<file path="src/rtl/mux_scan_ctrl.sv">
// Scan controller for a 4:1 mux tree: steps the selects, samples each channel after a settle time
// and hands the 4-bit vector downstream over valid/ready. Optional change detect: MUX_SCAN_CHANGE_DET_EN.
module mux_scan_ctrl #(
    parameter int unsigned SETTLE_CYCLES = 1,
    parameter int unsigned CNT_W         = 4
) (
    input  logic       clk,
    input  logic       rst_n,
    input  logic       start,
    input  logic       cont,
    output logic [1:0] sel,
    input  logic       mux_o,
    output logic [3:0] samples,
    output logic       valid,
    input  logic       ready,
`ifdef MUX_SCAN_CHANGE_DET_EN
    output logic       changed,
`endif
    output logic       busy
);

    typedef enum logic [1:0] {
        IDLE   = 2'd0,
        SETTLE = 2'd1,
        OUT    = 2'd2
    } state_e;

    localparam logic [CNT_W-1:0] RELOAD = CNT_W'(SETTLE_CYCLES - 1);

    state_e           state_q, state_d;
    logic [1:0]       sel_q, sel_d;
    logic [CNT_W-1:0] cnt_q, cnt_d;
    logic [3:0]       shadow_q, shadow_d;
    logic [3:0]       samples_q, samples_d;
    logic             valid_q, valid_d;
    logic [3:0]       newVec;

    // Channel 3 is the last one sampled, so it is merged straight into the delivered vector.
    assign newVec = {mux_o, shadow_q[2:0]};

    always_ff @(posedge clk or negedge rst_n) begin
        if (!rst_n) begin
            state_q   <= IDLE;
            sel_q     <= 2'd0;
            cnt_q     <= '0;
            shadow_q  <= 4'd0;
            samples_q <= 4'd0;
            valid_q   <= 1'b0;
        end else begin
            state_q   <= state_d;
            sel_q     <= sel_d;
            cnt_q     <= cnt_d;
            shadow_q  <= shadow_d;
            samples_q <= samples_d;
            valid_q   <= valid_d;
        end
    end

    always_comb begin
        state_d   = state_q;
        sel_d     = sel_q;
        cnt_d     = cnt_q;
        shadow_d  = shadow_q;
        samples_d = samples_q;
        valid_d   = valid_q;
        case (state_q)
            IDLE: begin
                sel_d = 2'd0;
                if (start) begin
                    state_d = SETTLE;
                    cnt_d   = RELOAD;
                end
            end
            SETTLE: begin
                if (cnt_q == '0) begin
                    shadow_d[sel_q] = mux_o;
                    if (sel_q != 2'd3) begin
                        sel_d = sel_q + 2'd1;
                        cnt_d = RELOAD;
                    end else begin
                        state_d   = OUT;
                        samples_d = newVec;
                        valid_d   = 1'b1;
                    end
                end else begin
                    cnt_d = cnt_q - 1'b1;
                end
            end
            OUT: begin
                // In continuous mode the next scan starts on the handshake edge itself.
                if (valid_q && ready) begin
                    valid_d = 1'b0;
                    sel_d   = 2'd0;
                    if (cont) begin
                        state_d = SETTLE;
                        cnt_d   = RELOAD;
                    end else begin
                        state_d = IDLE;
                    end
                end
            end
            default: begin
                state_d = IDLE;
                sel_d   = 2'd0;
                valid_d = 1'b0;
            end
        endcase
    end

`ifdef MUX_SCAN_CHANGE_DET_EN
    logic [3:0] prev_q, prev_d;
    logic       changed_q, changed_d;

    always_ff @(posedge clk or negedge rst_n) begin
        if (!rst_n) begin
            prev_q    <= 4'd0;
            changed_q <= 1'b0;
        end else begin
            prev_q    <= prev_d;
            changed_q <= changed_d;
        end
    end

    // The pulse lines up with the first valid cycle because both are set on OUT entry.
    always_comb begin
        prev_d    = prev_q;
        changed_d = 1'b0;
        if (state_q == SETTLE && cnt_q == '0 && sel_q == 2'd3) begin
            prev_d    = newVec;
            changed_d = (newVec != prev_q);
        end
    end

    assign changed = changed_q;
`endif

    assign sel     = sel_q;
    assign samples = samples_q;
    assign valid   = valid_q;
    assign busy    = (state_q != IDLE);

endmodule

</file>
<file path="config.mk">
export PLATFORM = sky130hd
export DESIGN_NAME = mux_scan_ctrl
export DESIGN_NICKNAME = d
export VERILOG_FILES = /design/src/rtl/mux_scan_ctrl.sv
export SDC_FILE = /design/constraint.sdc
export NUM_CORES = 1
export LEC_CHECK = 0
export ABC_AREA = 1
export ABC_CLOCK_PERIOD_IN_PS = 2130
export CAP_MARGIN = 20
export CORE_MARGIN = 4
export CORE_UTILIZATION = 30
export DETAILED_ROUTE_END_ITERATION = 12
export SYNTH_ARGS = -nofsm -noshare
export SYNTH_HDL_FRONTEND = slang
export SYNTH_SLANG_ARGS = --single-unit
</file>
<file path="constraint.sdc">
create_clock -name clk -period 2.13 [get_ports clk]
set_clock_uncertainty 0.1 [all_clocks]
set_input_delay 0.3195 -clock clk [delete_from_list [all_inputs] [get_ports clk]]
set_output_delay 0.3195 -clock clk [all_outputs]
set_load 0.01 [all_outputs]
</file>
# Word-level counts from Yosys, hierarchy flattened
# Cells that the tools add are included.
# word_totals
register_bits	17
input_bits	6
output_inout_bits	8
word_cells	57
# op_classes
add_sub_neg	2
magnitude_cmp	2
eq_ne	10
muxes	23
bitwise_logic	2
n_reduce_logical	12
# op_table
op	count
$mux W4	5
$mux W2	7
$ne A2 B2 Y1 const B	7
$pmux W4 S3	1
$reduce_and A4 Y1	2
$pmux W2 S3	1
$reduce_and A3 Y1	2
$mux W1	5
$reduce_and A5 Y1	1
$bwmux W4	1
$logic_not A4 Y1	1
$pmux W2 S2	1
$sub A4 B1 Y4 const B	1
$lt A2 B3 Y1 const B	1
$ne A3 B3 Y1 const B	1
$pmux W1 S3	1
$reduce_bool A3 Y1	1
$add A2 B1 Y2 const B	1
$demux W1 S2	1
$eq A2 B1 Y1 const B	1
$eq A2 B2 Y1 const B	1
$ge A2 B1 Y1 const B	1
$logic_and A1 B1 Y1	2
$logic_not A2 Y1	1
3 further kinds	4

# Logic depth before layout (Yosys ltp)
# depth
word_depth	5
ltp_mapped	7

# Least setup slack after synthesis
# OpenSTA, ideal clock, no wires.
# synth_timing
kind	reg-to-reg
startpoint	register sel_q[0], in the netlist sel[0]
endpoint	register samples_q[3], in the netlist samples[3]
arrival_time_ns	1.117
t_required_ns	1.911
setup_slack_ns	0.794
path_stages_with_launch	7
path_cell_list	dfrtp_1 ha_1 nand3_2 nor2_8 inv_4 nand2_2 o21ai_2
# synth_via
elab_chain_cells	3
# synth_rtl
element	line_no	rtl
start: declaration	31	logic [1:0] sel_q, sel_d;
start signal: assignment	51	sel_q <= sel_d;
$ne A2 B2 Y1	77	if (sel_q != 2'd3) begin
$not A1 Y1 (no line)	-	
$reduce_and A3 Y1 (no line)	-	
end signal: assignment	54	samples_q <= samples_d;
end: declaration	34	logic [3:0] samples_q, samples_d;
# Every way passes these cells.
# A chain may end at the register's enable or synchronous reset.

# Final worst setup path
# layout_timing
startpoint	register state_q[1]
endpoint	output port busy
# layout_via
elab_chain_cells	1
# layout_rtl
element	line_no	rtl
start: declaration	30	state_e state_q, state_d;
start signal: assignment	50	state_q <= state_d;
$reduce_bool A2 Y1	140	assign busy = (state_q != IDLE);
end: declaration	19	output logic busy
# Every way passes these cells.

==> run metrics <==
mux cell area share after synthesis=0%; number of antenna violations at the first check in global routing=0; later-pin clock latency in the skew report=0.29 ns; Rows=19; maximum VDD drop=0.000633 V; final hold vios=0; clock buffers created by TritonCTS=3; Longest Clk Path Bufs=2; RSZ-0062 raised after global routing=no; count of synthesis-stage warnings from yosys=0; Yosys cell types=20; Crit path depth=3; CTS tree=yes; hpwl dp=1210 microns; n_diodes=0; count of final max-slew check failures=0; Netlist Area Pre-Place=880 sq um; total area of multi-input combinational cells=424 sq um; Setup Fix Bufs, Post-CTS=0; dominant combinational cell family by area after synthesis=simple AND/OR/NAND/NOR gates; required time at the endpoint of the critical path=1.71 ns; # Max-Cap Violations=0; min Tclk post-route=1.88 ns; depth of the worst register-to-register path=6; endpoint of the lowest-slack register-to-register path=samples[3]$_DFFE_PN0P_; number of design-rule violations left by the first detailed-router iteration=17; final critical-path share of the clock period=88.4%; kind of launch point of the worst setup path=flop; crit path to=busy; area inside the core boundary=2780 sq um; simple-gate share of the synthesized area=29.9%; Clock transition at path regs=0.09 ns; first drt pass iteration count=2; areal power density over the cells=1350 nW/um^2; worst-path cell with the longest stage delay=sky130_fd_sc_hd__clkdlybuf4s50_1; sequential-to-total area share from yosys stat=45.5%; sequential cell area=400 sq um; result of the run=completed; setup slack, reg-to-reg=0.68 ns; DIE AREA=3860 sq um; transition time at the pin with the least slew margin=0.264 ns; count of buffers from port buffering=13; DR vias=641; clock root buffer=sky130_fd_sc_hd__clkbuf_4; synth-to-layout area growth=22.6%; achievable clock frequency=531 MHz; routability congestion estimate=0.805; Synth Area per Inst=9.07 sq um; launching element of the worst setup path=state_q[1]$_DFFE_PN0P_; final setup violating endpoints=0; Hold WC Path Type=input pin to asynchronous set/reset pin; Chip Width=62.1 microns; syn nets=109; Initial Utilization=31.6%; share of final-layout standard cells stronger than drive strength 1=16.7%; Synth Area in XOR/XNOR=1.99%; Antenna Violating Nets Remaining=0; pin count of the biggest net entering global routing=17; Total GRT Usage=9.09%; Critical Path Max Stage Delay=0.52 ns; Top delay family on crit path=buffers and inverters; via-per-instance ratio=4.42; fill count=288; first-pass GRT wire length=2820 microns; Post-Synth Adder-Cell Area=8.53%; headroom to the max-slew limit=82.4%; I/O pin total=14; final global-route overflow total=0; vias in the first global route=646; register bit total from synthesis=16; post-cts hold buffer count=0; die extent in y=62.1 microns; worst setup slack after placement=0.574 ns; DRC=0; number of nets at the end of the flow=128; largest fanout on the critical path=6; startpoint of the most critical register-to-register path=sel[1]$_DFFE_PN0P_; H-tree level count=1; type of the worst setup path=flop to output pin; total wire length=1560 microns; clk sinks=16; arrival time at the worst endpoint=1.46 ns; sum of negative setup slack=0 ns; number of gates resized after cts=0; Final Worst Setup Slack=0.248 ns; wire length per cell=10.7 microns; CP endpoint kind=output pin; number of instances in the synthesized netlist=97; Static Leak=0.578 nW; number of buffers and inverters on the critical path=2; fraction of the mapped netlist area in compound gates=7.82%; sequence of cells on the critical path=nor2_1, inv_1, clkdlybuf4s50_1
==> Yosys cell counts <==
cell type	count	area, sq um
sky130_fd_sc_hd__o21bai_1	4	30.0
sky130_fd_sc_hd__a21oi_1	1	5.00
sky130_fd_sc_hd__inv_1	10	37.5
sky130_fd_sc_hd__nand3_4	1	17.5
sky130_fd_sc_hd__inv_4	1	6.26
sky130_fd_sc_hd__o21ai_2	1	8.76
sky130_fd_sc_hd__nand3b_1	1	7.51
sky130_fd_sc_hd__nor2_4	2	22.5
sky130_fd_sc_hd__nand3_2	4	40.0
sky130_fd_sc_hd__or2_0	1	6.26
sky130_fd_sc_hd__dfrtp_1	16	400
sky130_fd_sc_hd__nand2_1	33	124
sky130_fd_sc_hd__nor2_8	1	20.0
sky130_fd_sc_hd__nor2_1	2	7.51
sky130_fd_sc_hd__nand3_1	1	5.00
sky130_fd_sc_hd__xor2_1	2	17.5
sky130_fd_sc_hd__inv_2	3	11.3
sky130_fd_sc_hd__nand2_2	2	12.5
sky130_fd_sc_hd__ha_1	6	75.1
sky130_fd_sc_hd__o21ai_1	5	25.0
==> layer usage <==
layer,track usage (%),share of wire (%),vias up
met5,0,0,-
met2,13.3,45,11
met1,10.9,47,288
li1,-,-,338
met3,1.62,4.3,4
met4,8.94,4.2,0
==> logic make-up after synthesis <==
| family | count (synthesis) |
|---|---|
| buffers and inverters | 14 |
| adder cells (fa/ha/maj) | 6 |
| flip-flops | 16 |
| AO/OA/AOI/OAI | 11 |
| AND/OR/NAND/NOR | 48 |
| XOR/XNOR | 2 |
==> worst min-delay path by stage <==
stage	end	slack, ns	cells after the start
after floorplan	cnt_q[0]$_DFFE_PN0P_	-0.08	0
after global placement	samples[1]$_DFFE_PN0P_	0.36	2
after detailed placement	samples[0]$_DFFE_PN0P_	0.36	2
after CTS	shadow_q[0]$_DFFE_PN0P_	0.23	2
after global routing	samples[3]$_DFFE_PN0P_	0.25	2
final	sel[1]$_DFFE_PN0P_	0.23	2
==> cells in the final DEF, fill, tap and decap left out, types with 2 or more instances in the layout <==
cell                              netlist  layout
sky130_fd_sc_hd__nand2_1               33      33
sky130_fd_sc_hd__dfrtp_1               16      16
sky130_fd_sc_hd__clkdlybuf4s50_1        0      13
sky130_fd_sc_hd__inv_1                 10      10
sky130_fd_sc_hd__ha_1                   6       6
sky130_fd_sc_hd__o21ai_1                5       5
sky130_fd_sc_hd__nand3_2                4       4
sky130_fd_sc_hd__o21bai_1               4       4
sky130_fd_sc_hd__inv_2                  3       3
sky130_fd_sc_hd__clkbuf_4               0       3
sky130_fd_sc_hd__nor2_1                 2       2
sky130_fd_sc_hd__nor2_4                 2       2
sky130_fd_sc_hd__nand2_2                2       2
sky130_fd_sc_hd__xor2_1                 2       2
==> power breakdown <==
group,total (mW),switching [mW],internal (mW)
Combinational,0.762,0.417,0.345
Clock,0.162,0.0964,0.0659
Sequential,0.536,0.0927,0.443
Total,1.46,0.606,0.854
==> state kept, by name, summed over array words and instances, names as in the netlist <==
register and count:
shadow_q 3, cnt_q 4, samples 4, sel 2
state_q 2, valid 1
==> worst register-to-register path, stage by stage, from the launching register on <==
cell and delay, ns:
sky130_fd_sc_hd__dfrtp_1 0.44, sky130_fd_sc_hd__ha_1 0.24, sky130_fd_sc_hd__nand3_2 0.16, sky130_fd_sc_hd__nor2_8 0.22, sky130_fd_sc_hd__inv_4 0.07, sky130_fd_sc_hd__nand2_2 0.06
sky130_fd_sc_hd__o21ai_2 0.05
==> cell type report <==
| cell class | instances | area share (%) |
|---|---|---|
| clock buffers | 3 | 2.09 |
| inverters | 14 | 5.10 |
| multi-input cells | 67 | 39.3 |
| flip-flops and latches | 16 | 37.1 |
| well taps | 31 | 3.60 |
| repair buffers | 14 | 12.8 |
==> through the flow <==
| stage | hold WS (ns) | instance area (sq um) | util (%) | power, mW | cells |
|---|---|---|---|---|---|
| final | 0.232 | 1080 | 38.8 | 1.46 | 145 |
| after CTS | 0.230 | 1080 | 38.8 | 1.48 | 145 |
| after floorplan | -0.0761 | 880 | - | 1.06 | 97 |
| after global placement | 0.357 | 1060 | 38.0 | 1.29 | 142 |
| after detailed placement | 0.362 | 1060 | 38.0 | 1.31 | 142 |
| after global routing | 0.249 | 1080 | 38.8 | 1.60 | 145 |
(Power assumes the default switching activity.)
